<file path="src/rtl/mem_stage.sv">
// mem_stage: Y86 memory stage.
//
// Takes one execute result per in_valid/in_ready handshake, performs the
// data-memory read or write it needs over a req/ack bus (with alignment and
// timeout checking) and presents the writeback bundle on out_valid/out_ready.
//
// Ports:
//   clk, rst                    clock, synchronous active-high reset
//   in_valid / in_ready         execute bundle handshake
//   icode_i, valE_i, valA_i     instruction code, ALU result, store data / old %esp
//   dstE_i, dstM_i, cnd_i       destination registers (F = none), condition
//   mem_req/we/addr/wdata       data-memory request, held stable while in REQ
//   mem_ack, mem_rdata          memory response, rdata valid with ack
//   out_valid / out_ready       writeback handshake
//   valE_o, valM_o, dstE_o, dstM_o, stat_o   writeback bundle
module mem_stage #(
    parameter int TIMEOUT = 15
) (
    input  logic        clk,
    input  logic        rst,
    input  logic        in_valid,
    output logic        in_ready,
    input  logic [3:0]  icode_i,
    input  logic [31:0] valE_i,
    input  logic [31:0] valA_i,
    input  logic [3:0]  dstE_i,
    input  logic [3:0]  dstM_i,
    input  logic        cnd_i,
    output logic        mem_req,
    output logic        mem_we,
    output logic [31:0] mem_addr,
    output logic [31:0] mem_wdata,
    input  logic        mem_ack,
    input  logic [31:0] mem_rdata,
    output logic        out_valid,
    input  logic        out_ready,
    output logic [31:0] valE_o,
    output logic [31:0] valM_o,
    output logic [3:0]  dstE_o,
    output logic [3:0]  dstM_o,
    output logic [2:0]  stat_o
);

    localparam logic [1:0] S_IDLE = 2'd0;
    localparam logic [1:0] S_REQ  = 2'd1;
    localparam logic [1:0] S_HOLD = 2'd2;
    localparam logic [1:0] S_STOP = 2'd3;

    localparam logic [3:0] I_HALT   = 4'h0;
    localparam logic [3:0] I_CMOVXX = 4'h2;
    localparam logic [3:0] I_RMMOVL = 4'h4;
    localparam logic [3:0] I_MRMOVL = 4'h5;
    localparam logic [3:0] I_CALL   = 4'h8;
    localparam logic [3:0] I_RET    = 4'h9;
    localparam logic [3:0] I_PUSHL  = 4'hA;
    localparam logic [3:0] I_POPL   = 4'hB;
    localparam logic [3:0] REG_NONE = 4'hF;

    localparam logic [2:0] STAT_AOK = 3'd1;
    localparam logic [2:0] STAT_HLT = 3'd2;
    localparam logic [2:0] STAT_ADR = 3'd3;
    localparam logic [2:0] STAT_INS = 4'd4;

    // Count of the last REQ cycle allowed to pass without an ack.
    localparam logic [3:0] LAST_WAIT = 4'(TIMEOUT - 1);

    logic [1:0]  state, state_next;
    logic [3:0]  wait_cnt;
    logic        is_mem, is_write, addr_from_a;
    logic [31:0] req_addr;
    logic        misaligned;
    logic        timed_out;

    // Memory-op decode of the incoming icode.
    // NOTE: every signal assigned in always_comb gets a default first, so no
    // path can leave it unassigned and infer a latch.
    always_comb begin
        is_mem      = 1'b0;
        is_write    = 1'b0;
        addr_from_a = 1'b0;
        case (icode_i)
            I_RMMOVL, I_PUSHL, I_CALL: begin
                is_mem   = 1'b1;
                is_write = 1'b1;
            end
            I_MRMOVL: is_mem = 1'b1;
            I_POPL, I_RET: begin
                is_mem      = 1'b1;
                addr_from_a = 1'b1;
            end
            default: ;
        endcase
    end

    // POPL/RET read from the old %esp carried in valA; everything else uses valE.
    assign req_addr   = addr_from_a ? valA_i : valE_i;
    assign misaligned = (req_addr[1:0] != 2'b00);
    assign timed_out  = (wait_cnt == LAST_WAIT);

    always_comb begin
        state_next = state;
        case (state)
            S_IDLE: if (in_valid) state_next = (is_mem && !misaligned) ? S_REQ : S_HOLD;
            S_REQ:  if (mem_ack || timed_out) state_next = S_HOLD;
            S_HOLD: if (out_ready) state_next = (stat_o == STAT_AOK) ? S_IDLE : S_STOP;
            default: state_next = S_STOP;
        endcase
    end

    // Handshake flags are registered from the next state so that every output
    // comes straight from a flop.
    // NOTE: sequential state uses non-blocking assignments so all flops update
    // from the same pre-edge values regardless of statement order.
    always_ff @(posedge clk) begin
        if (rst) begin
            state     <= S_IDLE;
            in_ready  <= 1'b1;
            out_valid <= 1'b0;
            mem_req   <= 1'b0;
            mem_we    <= 1'b0;
            mem_addr  <= '0;
            mem_wdata <= '0;
            valE_o    <= '0;
            valM_o    <= '0;
            dstE_o    <= REG_NONE;
            dstM_o    <= REG_NONE;
            stat_o    <= STAT_AOK;
            wait_cnt  <= '0;
        end else begin
            state     <= state_next;
            in_ready  <= (state_next == S_IDLE);
            out_valid <= (state_next == S_HOLD);
            mem_req   <= (state_next == S_REQ);

            case (state)
                S_IDLE: if (in_valid) begin
                    valE_o   <= valE_i;
                    valM_o   <= '0;
                    dstE_o   <= (icode_i == I_CMOVXX && !cnd_i) ? REG_NONE : dstE_i;
                    dstM_o   <= dstM_i;
                    stat_o   <= STAT_AOK;
                    wait_cnt <= '0;
                    if (icode_i == I_HALT) begin
                        stat_o <= STAT_HLT;
                    end else if (icode_i > I_POPL) begin
                        stat_o <= STAT_INS;
                        dstE_o <= REG_NONE;
                        dstM_o <= REG_NONE;
                    end else if (is_mem && misaligned) begin
                        stat_o <= STAT_ADR;
                        dstE_o <= REG_NONE;
                        dstM_o <= REG_NONE;
                    end else if (is_mem) begin
                        mem_we    <= is_write;
                        mem_addr  <= req_addr;
                        mem_wdata <= valA_i;
                    end
                end
                S_REQ: begin
                    // Ack wins over a simultaneous timeout.
                    if (mem_ack) begin
                        if (!mem_we) valM_o <= mem_rdata;
                        mem_we <= 1'b0;
                    end else if (timed_out) begin
                        stat_o <= STAT_ADR;
                        dstE_o <= REG_NONE;
                        dstM_o <= REG_NONE;
                        mem_we <= 1'b0;
                    end else begin
                        wait_cnt <= wait_cnt + 4'd1;
                    end
                end
                default: ;
            endcase
        end
    end

endmodule

</file>
<file path="config.mk">
export PLATFORM = sky130hd
export DESIGN_NAME = mem_stage
export DESIGN_NICKNAME = d
export VERILOG_FILES = /design/src/rtl/mem_stage.sv
export SDC_FILE = /design/constraint.sdc
export NUM_CORES = 1
export LEC_CHECK = 0
export BUFFER_PORTS_ARGS = -buffer_cell sky130_fd_sc_hd__clkbuf_2
export CORE_ASPECT_RATIO = 1.1
export CORE_MARGIN = 4
export CORE_UTILIZATION = 50
export DETAILED_ROUTE_END_ITERATION = 6
export PLACE_DENSITY = 0.84
export SYNTH_ARGS = -nofsm -noshare
export SYNTH_HDL_FRONTEND = slang
export SYNTH_SLANG_ARGS = --single-unit
</file>
<file path="constraint.sdc">
create_clock -name clk -period 4.8 [get_ports clk]
set_input_delay 0.96 -clock clk [delete_from_list [all_inputs] [get_ports clk]]
set_output_delay 0.96 -clock clk [all_outputs]
set_load 0.01 [all_outputs]
</file>
Word-level counts from Yosys, hierarchy flattened:

Index checks and enable logic that the tools add are counted.

* flip-flop bits (word level): 149
* input port bits: 114
* output and inout port bits: 143
* word-level logic and storage cells: 108

* add/subtract/negate cells: 1
* magnitude comparators: 1
* eq/ne operators: 24
* mux-type cells: 46
* bitwise gates (word level): 3
* reduce and logical (&&, ||, !) cells: 20

Operator list (count)
* $mux 32: 4
* $pmux 32 s2: 1
* $mux 4: 14
* $pmux 4 s2: 3
* $eq 4x4->1 const B: 5
* $ne 2x2->1 const B: 10
* $mux 3: 5
* $mux 2: 6
* $reduce_and 4->1: 3
* $mux 1: 10
* $eq 4x3->1 const B: 2
* $reduce_and 7->1: 1
* $pmux 2 s3: 1
* $pmux 3 s2: 1
* $reduce_and 6->1: 1
* $reduce_or 6->1: 1
* $add 4x1->4 const B: 1
* $eq 2x1->1 const B: 2
* $eq 2x2->1 const B: 2
* $eq 4x2->1 const B: 1
* $gt 4x4->1 const B: 1
* $logic_not 2->1: 2
* $logic_not 4->1: 1
* $reduce_bool 2->1: 2
* other kinds (10): 15

Longest topological paths before layout:

* depth after elaboration: 11
* depth in mapped cells: 8
* depth with buffers taken out: 7

Worst setup path after synthesis:

No wires, ideal clock.

* path type: input -> register
* start point: in icode_i[2]
* end point: reg dstM_o[0]
* library setup time: 0.122 ns
* data arrival time: 2.191 ns
* data required time: 4.678 ns
* slack: 2.487 ns
* cell stages on the path: 5
* buffers on the path: 0
* cells stage by stage: nand3b_2 mux2i_1 nor2b_1 or4_4 o32a_1

* cells in the longest elaborated chain, start to end: 11
* elaborated cells on any way between the ends: 20
* those cells by class: order compare: 1; eq/ne: 6; mux: 8; reduce/logical: 5

Ends and longest elaborated chain
* start, declared: RTL line 23 `input logic [3:0] icode_i,`
* $eq 4x4->1: RTL line 81 `case (icode_i)`
* $reduce_or 2->1
* $mux 1: RTL line 81
* $mux 32: RTL line 96 `assign req_addr = addr_from_a ? valA_i : valE_i;`
* $reduce_bool 2->1: RTL line 97 `assign misaligned = (req_addr[1:0] != 2'b00);`
* $logic_and 1x1->1: RTL line 149 `end else if (is_mem && misaligned) begin`
* $mux 4: RTL line 149
* $mux 4: RTL line 145 `end else if (icode_i > I_POPL) begin`
* $mux 4 *: RTL line 143 `if (icode_i == I_HALT) begin`
* $mux 4 *: RTL line 136 `S_IDLE: if (in_valid) begin`
* $pmux 4 s2 *: RTL line 135 `case (state)`
* end signal, assigned: RTL line 140 `dstM_o <= dstM_i;`
* end, declared: RTL line 40 `output logic [3:0] dstM_o,`

Mark *: on every way between the ends. The rest lies on a longest branch, timed or not. The select of a mux whose other input is x is not followed.
A chain may end at the register's enable or synchronous reset.

Worst setup path in the final report:

* start point: in in_valid
* end point: reg mem_wdata[6]

* cells in the longest elaborated chain, start to end: 1

Ends and longest elaborated chain
* start, declared: RTL line 21 `input logic in_valid,`
* $reduce_and 6->1 (no source line)
* end signal, assigned: RTL line 156 `mem_wdata <= valA_i;`
* end, declared: RTL line 32 `output logic [31:0] mem_wdata,`

Every way passes these cells.

==> metrics.log <==
INFO  metric outcome = completed
INFO  metric critPathMostFrequentCell = buf_4
INFO  metric detailed_place_hpwl = 11600 µm
INFO  metric synth-edff-count = 0
INFO  metric cts_root_buf = clkbuf_16
INFO  metric share_seq_of_total_power = 43.7%
INFO  metric post_route_cells_drive_above_1_share = 33.3%
INFO  metric grt_util_all_layers = 24.7%
INFO  metric crit_chain = clkbuf_2, nand3_2, buf_4, or3_1, buf_4, nand2_1, a21oi_1
INFO  metric wire_per_inst = 15.5 µm
INFO  metric first_pass_grt_wire_length = 25700 µm
INFO  metric number_of_nets_in_the_layout = 1019
INFO  metric initial_core_util = 51.6%
INFO  metric worst-r2r-setup-slack = 2180 ps
INFO  metric number_of_global_route_vias_before_repair = 5223
INFO  metric worstMarginPinSlew = 951 ps
INFO  metric layout_worst_path_cycle_share = 55.5%
INFO  metric sw_frac_of_total = 24.8%
INFO  metric netlist_instances = 672
INFO  metric grt_setup_unrepaired = false
INFO  metric detailedRoute.firstIterationViolations = 377
INFO  metric finClkSkew = 13.2 ps
INFO  metric yosys.area.top_type_share = 52.5%
INFO  metric overflow = 0
INFO  metric dominant_cells_by_area_after_synthesis = dfxtp_1, nand2_1, a21oi_1
INFO  metric via_count = 5636
INFO  metric post_cts.repair.setup_buffers = 0
INFO  metric finalWirelength = 16400 µm
INFO  metric power_density = 392 nW/µm²
INFO  metric yosys_register_bits = 149
INFO  metric die_wd = 110 µm
INFO  metric numPortBuffers = 256
INFO  metric post_cts_resized = 0
INFO  metric critical_hold_path_startpoint = valM_o[20]
INFO  metric cp.arrival = 2920 ps
INFO  metric delay_of_the_slowest_cell_on_the_worst_path = 650 ps
INFO  metric hold_depth = 2
INFO  metric cts-root-to-sink-buffers = 2
INFO  metric yosys_warnings = 0
INFO  metric r2r-start = state[0]
INFO  metric cts.clk_slew.worst_paths = 60 ps
INFO  metric clk_latency = 410 ps
INFO  metric synth.cell_area = 5680 µm²
INFO  metric synth.yosys.seq_area_share = 52.5%
INFO  metric cts.hold.buffers_added = 0
INFO  metric dominant_register_cell_in_the_synthesized_netlist = dfxtp_1
INFO  metric fin_tns_setup = 0 ps
INFO  metric io_pins = 257
INFO  metric kind_of_end_point_of_the_critical_path = flip-flop
INFO  metric finalSetupViolations = 0
INFO  metric slew_violations = 0
INFO  metric tritoncts = yes
INFO  metric grt_antenna_before_repair = 0
INFO  metric cpLargestDelayFamily = simple AND/OR/NAND/NOR gates
INFO  metric worst_hold_path_type = reg -> reg
INFO  metric synth_top_area_cell = dfxtp_1
INFO  metric mappedNetlistNets = 788
INFO  metric comb_power_share = 10.7%
INFO  metric timing.final.crit_period = 2670 ps
INFO  metric post_drt_via_cell_ratio = 5.30
INFO  metric worst-setup-path-type = in -> reg
INFO  metric power_report.internal_total = 2.25 mW
INFO  metric start_kind = input pin
INFO  metric timing.slew.headroom = 36.6%
INFO  metric max_freq = 375 MHz
INFO  metric drv_cap = 0
INFO  metric synthArstFlopShare = 0%
INFO  metric dieArea = 13100 µm²
INFO  metric final_common_cell = clkbuf_2
INFO  metric clock-sinks = 149
INFO  metric drc_errors = 0
INFO  metric cts_buffers = 17
INFO  metric htreeDepth = 4
INFO  metric synthToLayoutAreaGrowth = 34.3%
INFO  metric grt_start_max_net_pins = 93
INFO  metric vdd.ir_drop.worst = 0.207 mV
INFO  metric detailedRoute.firstPassIterationCount = 5
INFO  metric critical_path_fanouts_max = 26
INFO  metric power.switching = 0.741 mW
INFO  metric cp.buffers_inverters = 3
INFO  metric worst_r2r_endpoint = mem_wdata[6]
INFO  metric gp_congestion = 0.819
INFO  metric worstHoldEndpoint = valM_o[20]
INFO  metric fin_total_pwr = 2.99 mW
INFO  metric placement_rows = 40
INFO  metric synth_area_per_cell = 8.45 µm²
INFO  metric hold_viol = 0
INFO  metric power.static_leakage = 3.44 nW
INFO  metric cp_slowest_cell = or3_1
INFO  metric most_frequent_cells_in_the_layout = clkbuf_2, nand2_1, dfxtp_1, a21oi_1, nor2_1
INFO  metric worst-r2r-cell-count = 7
INFO  metric fp.coreArea = 11000 µm²
INFO  metric die_height = 120 µm
INFO  metric detail-route-antenna-nets = 0
INFO  metric cp.required = 5050 ps
INFO  metric netlist-cell-type-count = 41
INFO  metric clockPowerShare = 45.6%
-- cells in the mapped netlist (2+ instances only) --
cell        n
a31oi_1     6
a211oi_1   31
clkbuf_1   28
nand3_1    35
xor2_1      2
nor4_1      2
buf_1       7
dfxtp_1   149
a21oi_1   100
a21boi_1    2
and2_1      2
nor3_1      8
nor3b_1     2
ha_1        2
mux2i_1    33
nand2b_1    2
nor2_1     49
inv_1       5
buf_2      17
nand2_1   166
o32a_1      4
-- tightest hold or removal path, cell delays in order (launching register included) --
cell     delay [ps]
dfxtp_1         310
nand2_1          50
a21oi_1          50
-- metal layers --
| layer | up-vias | track usage (%) | share of wire [%] |
|---|---|---|---|
| met4 | 0 | 10.2 | 2.5 |
| met5 | - | 0 | 0 |
| met3 | 35 | 7.05 | 9.9 |
| met1 | 2589 | 31.2 | 41 |
| li1 | 2762 | - | - |
| met2 | 250 | 39.4 | 47 |
-- how the worst max path moves through the flow --
stage / start / endpoint / cells after the start
floorplan: icode_i[2] / dstM_o[0] / 5
detailed placement: in_valid / mem_wdata[6] / 7
global placement: in_valid / mem_wdata[0] / 7
CTS: in_valid / mem_wdata[6] / 7
finish: in_valid / mem_wdata[6] / 7
global route: state[0] / mem_wdata[0] / 7
-- per-stage QoR --
step                cells  hold slack (ps)  util (%)  area, µm²  worst slack, ps
finish               1064              450      69.3       7630             2130
global route         1063              466      69.3       7620             2020
CTS                  1063              450      69.3       7620             2150
detailed placement   1031              442      63.7       7020             1720
global placement     1031              438      63.7       7020             1760
floorplan             672              474         -       5680             2490
-- power by group through the flow --
stage	registers (mW)	logic [mW]	clock network (mW)
2_1_floorplan	1.35	0.160	0
3_3_place_gp	1.33	0.317	0
3_5_place_dp	1.34	0.320	0
4_1_cts	1.31	0.322	1.38
5_1_grt	1.31	0.354	1.45
6_report	1.31	0.320	1.36
-- area by class of cell --
cell class                 count  area (µm²)
timing repair buffer         264        1340
multi-input combinational    465        2480
fill                         907        3380
clock buffer                  21         460
inverter                       6        22.5
tap                          147         184
clock inverter                11         148
antenna                        1        2.50
sequential                   149        2980
-- state kept, by name, indices dropped and copies added, names as in the netlist --
name	flops
valE_o	32
dstM_o	4
out_valid	1
in_ready	1
valM_o	32
mem_addr	32
dstE_o	4
mem_we	1
wait_cnt	4
stat_o	3
mem_req	1
mem_wdata	32
state	2
-- cell families (layout without fill, tap and decap cells) --
kind of cell | count (synthesis) | count (layout) | synth area share [%]
buffers and inverters | 58 | 302 | 4.21
other | 0 | 1 | 0
XOR/XNOR | 2 | 2 | 0.309
AO/OA/AOI/OAI | 152 | 152 | 16.3
multiplexers | 34 | 34 | 6.02
adder cells (fa/ha/maj) | 2 | 2 | 0.441
flip-flops | 149 | 149 | 52.5
AND/OR/NAND/NOR | 275 | 275 | 20.2
No activity file was read; power rests on OpenSTA's default activity.
